File: config.mk
export PLATFORM = sky130hd
export DESIGN_NAME = ea_gen_pipe
export DESIGN_NICKNAME = d
export VERILOG_FILES = /design/src/rtl/ea_gen_pkg.sv /design/src/rtl/ea_offset_sel.sv /design/src/rtl/ea_gen_pipe.sv
export SDC_FILE = /design/constraint.sdc
export NUM_CORES = 1
export LEC_CHECK = 0
export BUFFER_PORTS_ARGS = -buffer_cell sky130_fd_sc_hd__buf_4
export CORE_ASPECT_RATIO = 0.5
export CORE_MARGIN = 2
export CORE_UTILIZATION = 44
export DETAILED_ROUTE_END_ITERATION = 10
export PLACE_DENSITY = 0.75
export SLEW_MARGIN = 20
export SYNTH_ARGS = -nofsm -noshare
export SYNTH_HDL_FRONTEND = slang
export SYNTH_HIERARCHICAL = 1
export SYNTH_SLANG_ARGS = --single-unit
File: constraint.sdc
create_clock -name Clk -period 2.35 [get_ports Clk]
set_input_delay 0.235 -clock Clk [delete_from_list [all_inputs] [get_ports Clk]]
set_output_delay 0.235 -clock Clk [all_outputs]
set_load 0.02 [all_outputs]
File: src/rtl/ea_gen_pkg.sv
// ea_gen_pkg: shared types and constants for the effective-address generator.
//  state_t      - control FSM states
//  ADDR2_*      - offset field select encodings (addr2_sel)
//  IR*_MSB      - MSB position of each IR offset field
package ea_gen_pkg;

  typedef enum logic [1:0] {
    IDLE = 2'd0,
    REQ  = 2'd1,
    WAIT = 2'd2,
    OUT  = 2'd3
  } state_t;

  localparam logic [1:0] ADDR2_IR11 = 2'b00;
  localparam logic [1:0] ADDR2_IR9  = 2'b01;
  localparam logic [1:0] ADDR2_IR6  = 2'b10;
  localparam logic [1:0] ADDR2_ZERO = 2'b11;

  localparam int unsigned IR_W     = 16;
  localparam int unsigned IR11_MSB = 10;
  localparam int unsigned IR9_MSB  = 8;
  localparam int unsigned IR6_MSB  = 5;

endpackage

File: src/rtl/ea_offset_sel.sv
// ea_offset_sel: selects an IR offset field, sign-extends it to DATA_W and
// applies the SCALE_SH left shift.
//  ir            in   instruction word
//  addr2_sel     in   offset field select (ADDR2_*)
//  offset_c      out  sign-extended, shifted offset
//  offset_sign_c out  sign of the selected field (0 for the zero select)
module ea_offset_sel
  import ea_gen_pkg::*;
#(
  parameter int unsigned DATA_W   = 16,
  parameter int unsigned SCALE_SH = 0
) (
  input  logic [IR_W-1:0]   ir,
  input  logic [1:0]        addr2_sel,
  output logic [DATA_W-1:0] offset_c,
  output logic              offset_sign_c
);

  logic [DATA_W-1:0] sext;

  // Bits above the widest offset field carry opcode/register info only.
  logic unused_ir_hi;
  assign unused_ir_hi = ^ir[IR_W-1:IR11_MSB+1];

  // Field select with sign extension.
  always_comb begin
    sext          = '0;
    offset_sign_c = 1'b0;
    case (addr2_sel)
      ADDR2_IR11: begin
        offset_sign_c = ir[IR11_MSB];
        sext          = {{(DATA_W-IR11_MSB-1){ir[IR11_MSB]}}, ir[IR11_MSB:0]};
      end
      ADDR2_IR9: begin
        offset_sign_c = ir[IR9_MSB];
        sext          = {{(DATA_W-IR9_MSB-1){ir[IR9_MSB]}}, ir[IR9_MSB:0]};
      end
      ADDR2_IR6: begin
        offset_sign_c = ir[IR6_MSB];
        sext          = {{(DATA_W-IR6_MSB-1){ir[IR6_MSB]}}, ir[IR6_MSB:0]};
      end
      default: begin
        offset_sign_c = 1'b0;
        sext          = '0;
      end
    endcase
  end

  assign offset_c = sext << SCALE_SH;

endmodule

File: src/rtl/ea_gen_pipe.sv
// ea_gen_pipe: effective-address generator with registered, handshaked output
// and optional pointer indirection (LDI/STI).
//  Clk, Reset_n          clock, async active-low reset
//  flush                 synchronous abort of the current op
//  in_valid/in_ready     request handshake; ir/pc/sr1/addr1_sel/addr2_sel/indirect operands
//  mem_req_*             pointer read request (address = computed EA)
//  mem_rsp_*             pointer read data
//  out_valid/out_ready   result handshake; out_addr final address, out_wrap EA-add wrap flag
module ea_gen_pipe
  import ea_gen_pkg::*;
#(
  parameter int unsigned DATA_W   = 16,
  parameter int unsigned SCALE_SH = 0
) (
  input  logic              Clk,
  input  logic              Reset_n,
  input  logic              flush,
  input  logic              in_valid,
  output logic              in_ready,
  input  logic [IR_W-1:0]   ir,
  input  logic [DATA_W-1:0] pc,
  input  logic [DATA_W-1:0] sr1,
  input  logic              addr1_sel,
  input  logic [1:0]        addr2_sel,
  input  logic              indirect,
  output logic              mem_req_valid,
  input  logic              mem_req_ready,
  output logic [DATA_W-1:0] mem_req_addr,
  input  logic              mem_rsp_valid,
  input  logic [DATA_W-1:0] mem_rsp_data,
  output logic              out_valid,
  input  logic              out_ready,
  output logic [DATA_W-1:0] out_addr,
  output logic              out_wrap
);

  state_t            state;
  logic [DATA_W-1:0] ea_q;
  logic              wrap_q;
  logic              drop_q;

  logic [DATA_W-1:0] base_c;
  logic [DATA_W-1:0] offset_c;
  logic              offset_sign_c;
  logic [DATA_W:0]   sum_c;
  logic              wrap_c;
  logic              drop_set_c;

  ea_offset_sel #(
    .DATA_W   (DATA_W),
    .SCALE_SH (SCALE_SH)
  ) u_offset_sel (
    .ir            (ir),
    .addr2_sel     (addr2_sel),
    .offset_c      (offset_c),
    .offset_sign_c (offset_sign_c)
  );

  // Adder: carry out XOR offset sign flags a crossing of 0 / 2^DATA_W-1.
  assign base_c = addr1_sel ? sr1 : pc;
  assign sum_c  = {1'b0, base_c} + {1'b0, offset_c};
  assign wrap_c = sum_c[DATA_W] ^ offset_sign_c;

  // A flush that leaves a pointer read in flight must swallow its response.
  assign drop_set_c = (state == WAIT) || ((state == REQ) && mem_req_ready);

  assign mem_req_addr = ea_q;
  assign out_addr     = ea_q;
  assign out_wrap     = wrap_q;

  // Control FSM with registered handshake outputs.
  always_ff @(posedge Clk or negedge Reset_n) begin
    if (!Reset_n) begin
      state         <= IDLE;
      ea_q          <= '0;
      wrap_q        <= 1'b0;
      drop_q        <= 1'b0;
      in_ready      <= 1'b1;
      mem_req_valid <= 1'b0;
      out_valid     <= 1'b0;
    end else if (flush) begin
      state         <= IDLE;
      mem_req_valid <= 1'b0;
      out_valid     <= 1'b0;
      if (drop_set_c) begin
        drop_q   <= 1'b1;
        in_ready <= 1'b0;
      end else if (drop_q && mem_rsp_valid) begin
        drop_q   <= 1'b0;
        in_ready <= 1'b1;
      end else begin
        in_ready <= !drop_q;
      end
    end else begin
      case (state)
        IDLE: begin
          if (drop_q) begin
            if (mem_rsp_valid) begin
              drop_q   <= 1'b0;
              in_ready <= 1'b1;
            end
          end else if (in_valid && in_ready) begin
            ea_q     <= sum_c[DATA_W-1:0];
            wrap_q   <= wrap_c;
            in_ready <= 1'b0;
            if (indirect) begin
              state         <= REQ;
              mem_req_valid <= 1'b1;
            end else begin
              state     <= OUT;
              out_valid <= 1'b1;
            end
          end
        end
        REQ: begin
          if (mem_req_ready) begin
            state         <= WAIT;
            mem_req_valid <= 1'b0;
          end
        end
        WAIT: begin
          if (mem_rsp_valid) begin
            ea_q      <= mem_rsp_data;
            state     <= OUT;
            out_valid <= 1'b1;
          end
        end
        OUT: begin
          if (out_ready) begin
            state     <= IDLE;
            out_valid <= 1'b0;
            in_ready  <= 1'b1;
          end
        end
        default: begin
          state <= IDLE;
        end
      endcase
    end
  end

endmodule
# Word level (Yosys, flattened, before mapping)

Index checks and enable logic that the tools add are counted.

Add/subtract/negate cells: 1
Multiply operators: 0
Divide/modulo/power cells: 0
Order comparisons: 0
Equality and inequality tests: 18
Shift-type cells: 0
Mux-type cells: 41
Bitwise logic cells: 3
Reductions and logical operators: 19

Operators with widths:

| kind                                           | number |
|---|---|
| 2-to-1 mux 16 bit                              | 4 |
| case mux 16 bit (3 select lines)               | 1 |
| case mux 16 bit (2 select lines)               | 1 |
| 2-to-1 mux 1 bit                               | 23 |
| != test 3 bit (second input constant)          | 7 |
| adder 16 x 16 -> 17 bit                        | 1 |
| AND reduction 5 bit                            | 3 |
| 2-to-1 mux 2 bit                               | 7 |
| != test 4 bit (second input constant)          | 2 |
| case mux 2 bit (4 select lines)                | 1 |
| AND reduction 4 bit                            | 2 |
| == test 2 bit (second input constant)          | 3 |
| != test 2 bit (second input constant)          | 3 |
| case mux 1 bit (3 select lines)                | 2 |
| AND reduction 6 bit                            | 1 |
| nonzero test 3 bit                             | 2 |
| == test 2 x 1 -> 1 bit (second input constant) | 2 |
| logical NOT 2 bit                              | 2 |
| case mux 1 bit (2 select lines)                | 2 |
| nonzero test 2 bit                             | 2 |
| nonzero test 4 bit                             | 1 |
| logical AND 1 bit                              | 3 |
| != test 3 x 1 -> 1 bit (second input constant) | 1 |
| NOT 1 bit                                      | 2 |
| other kinds (4)                                | 4 |

Flip-flop bits (word level): 23
Bits in latches: 0
Bits in writable memories: 0
Bits in read-only memories: 0
Input bits: 75
Output and inout bits: 36
Memories kept: 0

# Logic depth before layout (Yosys ltp)

Depth after elaboration: 6
Mapped depth: 12

# By module

Netlist, hierarchy kept.

By module, submodules not included:

| module        | instances | cells each | area each (um^2) |
|---|---|---|---|
| ea_gen_pipe   | 1         | 280        | 2,351.0 |
| ea_offset_sel | 1         | 26         | 171.4 |

# Worst setup path after synthesis

Ideal clock, no wire load.

Path type: input-to-reg
From: in addr1_sel
To: reg ea_q[12] (netlist: mem_req_addr[12])
Setup time: 127 ps
Arrival: 2,581 ps
Slack: -358 ps
Stages on the path: 10
Path buffers: 2
Cells stage by stage: clkbuf_1 > buf_1 > mux2_2 > ha_1 > a21oi_1 > o21ai_0 > a211o_1 > o21ai_0 > mux2i_1 > nand3_1

Cells in the longest elaborated chain, start to end: 5

Ends and longest elaborated chain:

| item                             | line               | source |
|---|---|---|
| start: declaration               | ea_gen_pipe.sv:23  | `input logic addr1_sel,` |
| 2-to-1 mux 16 bit                | ea_gen_pipe.sv:60  | `assign base_c = addr1_sel ? sr1 : pc;` |
| adder 16 x 16 -> 17 bit          | ea_gen_pipe.sv:61  | `assign sum_c = {1'b0, base_c} + {1'b0, offset_c};` |
| 2-to-1 mux 16 bit                | ea_gen_pipe.sv:102 | `end else if (in_valid && in_ready) begin` |
| 2-to-1 mux 16 bit                | ea_gen_pipe.sv:97  | `if (drop_q) begin` |
| case mux 16 bit (2 select lines) | ea_gen_pipe.sv:95  | `case (state)` |
| end signal: assignment           | ea_gen_pipe.sv:103 | `ea_q <= sum_c[DATA_W-1:0];` |
| end signal: assignment           | ea_gen_pipe.sv:123 | `ea_q <= mem_rsp_data;` |
| end: declaration                 | ea_gen_pipe.sv:38  | `logic [DATA_W-1:0] ea_q;` |

No other way between the ends. The select of a mux whose other input is x is not followed.
A chain may end at the register's enable or synchronous reset.

# Worst setup path after layout

From: in addr1_sel
To: reg ea_q[11] (netlist: mem_req_addr[11])

Same word-level chain as after synthesis.

==> results_dict.tcl <==
set metrics [dict create \
    status "complete, no violations" \
    layout_min_cycle_time_ps 2240 \
    antenna_left 0 \
    cp_slowest_cell "mux2_2" \
    first_pass_iters 5 \
    fin_nets 508 \
    post_cts_buffers 0 \
    num_rows 19 \
    worstPathRequired_ps 2480 \
    fin_skew_ps 3.02 \
    fmax_ghz 0.447 \
    ir_worst_vdd_mv 0.589 \
    synth_area_um2 2520 \
    die_width_um 111 \
    cp_slowest_stage_delay_ps 360 \
    viasPerCell 5.26 \
    track_usage 0.207 \
    gp_congestion 0.850 \
    grt_pass1_vias 2351 \
    synthDistinctLibCells 57 \
    clock_latency_ps 250 \
    p_leak_nw 1.76 \
    rsz0062_at_grt "no" \
    hold_depth 3 \
    syn_area_per_cell_um2 8.24 \
    pre_cts_slack_ps -177 \
    grt_pass1_wl_um 10800 \
    clock_sinks 23 \
    startpoint_type "input pin" \
    drc_errors 0 \
    core_area_um2 5520 \
    synth_seq_cells 23 \
    cts_buffers 3 \
    maxCapViolations 0 \
    crit_arrival_ps 2370 \
    dp.final_hpwl_um 5390 \
    timing_worst_setup_path_type "input pin to flop" \
    slew_headroom 0.676 \
    period_share 0.951 \
    grt_antenna_before_repair 0 \
    wirelength_um 6700 \
    power_density_nw_per_um2 895 \
    setup_slack_ps 114 \
    fin_total_pwr_mw 3.15 \
    start_util 0.457 \
    worstHoldPathType "input pin to flop" \
    htreeDepth 1 \
    hold_violations 0 \
    drt_iter0_drc 191 \
    drive_above_1_share 0.411 \
    synth_top_flop_cell "dfrtp_1" \
    clkSlewWorstSetupHoldPaths_ps 60 \
    worstMarginPinSlew_ps 487 \
    root_buffer "clkbuf_16" \
    wire_per_inst_um 13.8 \
    synth_edf_count 0 \
    area_growth_pct 39.5 \
    syn-num-nets 402 \
    dieArea_um2 6390 \
    r2r_cells 8 \
    insertedDiodeCount 0 \
    endpoint_kind "flop" \
    setup_viol 0 \
    ys_seq_area_frac 0.229 \
    grt_overflow 0 \
    grt_max_degree 30 \
    vias 2545 \
    tritoncts "built" \
    die_y_um 57.5 \
    utilization 0.638 \
    fill_cells 486 \
    port_buffers 105 \
    async_flop_share 1.00 \
    clock_path_buffers 2 \
    postSynthCellCount 306 \
    worstPathMaxFanout 12 \
    path_cells "buf_4 -> mux2_2 -> ha_1 -> a21o_1 -> a31o_1 -> or2_1 -> a31oi_1 -> mux2i_1 -> nand3_1" \
    final_max_slew_viol_count 0 \
    io_pins 111 \
    yosysWarnings 6 \
]
[per-stage QoR]
| step | std cells | hold slack [ps] | setup TNS (ps) | instance area, µm² |
|---|---|---|---|---|
| after CTS | 484 | 232 | 0 | 3510 |
| final | 484 | 231 | 0 | 3520 |
| after global placement | 479 | 142 | -352 | 3420 |
| after global routing | 484 | 244 | 0 | 3520 |
| after floorplan | 306 | -60.6 | -1.82 | 2570 |
| after detailed placement | 479 | 147 | -660 | 3420 |
[repair_timing]
action	in CTS	in global routing
hold buffers	1	0
gates resized for setup	0	4
setup endpoints to repair	0	3
hold endpoints to repair	22	0
[cell families after synthesis]
kind of cell / count (synthesis) / synth area share
AND/OR/NAND/NOR: 99 / 0.207
flip-flops: 23 / 0.229
buffers and inverters: 50 / 0.124
XOR/XNOR: 6 / 0.0208
multiplexers: 25 / 0.107
adder cells (fa/ha/maj): 21 / 0.107
AO/OA/AOI/OAI: 82 / 0.206
[critical path: cells and delay by family]
family | cells | cell delay [ps]
compound gates | 3 | 690
fa+ha+maj | 1 | 290
simple gates | 2 | 320
mux | 2 | 640
buf+inv | 1 | 190
[cells in the mapped netlist, types with 2 or more instances]
master    count  area share
a2111o_1      2      0.0089
a21boi_0      2      0.0060
a21o_1        3      0.0089
a21oi_1      23       0.046
a31oi_1       6       0.015
and2_1        7       0.017
and3_1       12       0.030
buf_2         2      0.0040
buf_4        22       0.065
buf_6         3       0.013
clkbuf_1      6      0.0089
dfrtp_1      22        0.22
ha_1         20       0.099
inv_1        14       0.021
mux2_2       15       0.067
mux2i_1      10       0.040
nand2_1      25       0.037
nand2b_1      3      0.0074
nand3_1      14       0.028
nand3b_1      3      0.0089
nor2_1       16       0.024
nor3_1        7       0.014
o211ai_1      2      0.0060
o21a_1        2      0.0060
o21ai_0      21       0.042
o21ai_1       4      0.0079
o21bai_1      2      0.0060
o31ai_1       4       0.012
or3_1         2      0.0050
xnor2_1       3       0.010
xor2_1        3       0.010
[worst paths after layout]
check,slack [ps],start,endpoint
worst max register to register,260,state[0],mem_req_addr[8]
max in group asynchronous,1650,Reset_n,in_ready
worst min register to register,500,out_wrap,out_wrap
worst max-delay path,110,addr1_sel,mem_req_addr[11]
worst min-delay path,230,mem_rsp_data[12],mem_req_addr[12]
min in group asynchronous,420,Reset_n,mem_req_addr[10]
[final cells by class]
cell class | instances | area (µm²) | area share
Multi-Input combinational cell | 233 | 1690 | 0.480
Timing Repair Buffer | 137 | 1030 | 0.293
Sequential cell | 23 | 577 | 0.164
Tap cell | 73 | 91.3 | 0.0260
Clock buffer | 4 | 78.8 | 0.0224
Inverter | 14 | 52.6 | 0.0149
[state kept, by name, summed over array words and instances, names as in the netlist]
signal	count
out_wrap	1
out_valid	1
in_ready	1
mem_req_addr	16
mem_req_valid	1
drop_q	1
state	2
[layer usage]
layer / GRT usage / share of wire / vias up
li1: - / - / 1287
met3: 0.0287 / 0.055 / 2
met2: 0.368 / 0.49 / 80
met5: 0 / 0 / -
met1: 0.279 / 0.46 / 1176
met4: 0.0317 / 0.0028 / 0
[report_power, final]
part	leakage, nW	internal, mW	switching [mW]
combinational	1.44	0.918	1.11
sequential	0.281	0.583	0.167
clock	0.0382	0.231	0.138
[cells in the final DEF, fill, tap and decap left out, types with 7 or more instances in the layout]
master | netlist | layout
a21oi_1 | 23 | 23
and3_1 | 12 | 12
buf_4 | 22 | 136
dfrtp_1 | 22 | 22
ha_1 | 20 | 18
inv_1 | 14 | 14
mux2_2 | 15 | 15
mux2i_1 | 10 | 9
nand2_1 | 25 | 25
nand3_1 | 14 | 14
nor2_1 | 16 | 16
nor3_1 | 7 | 7
o21ai_0 | 21 | 19
No activity file was read; power rests on OpenSTA's default activity.
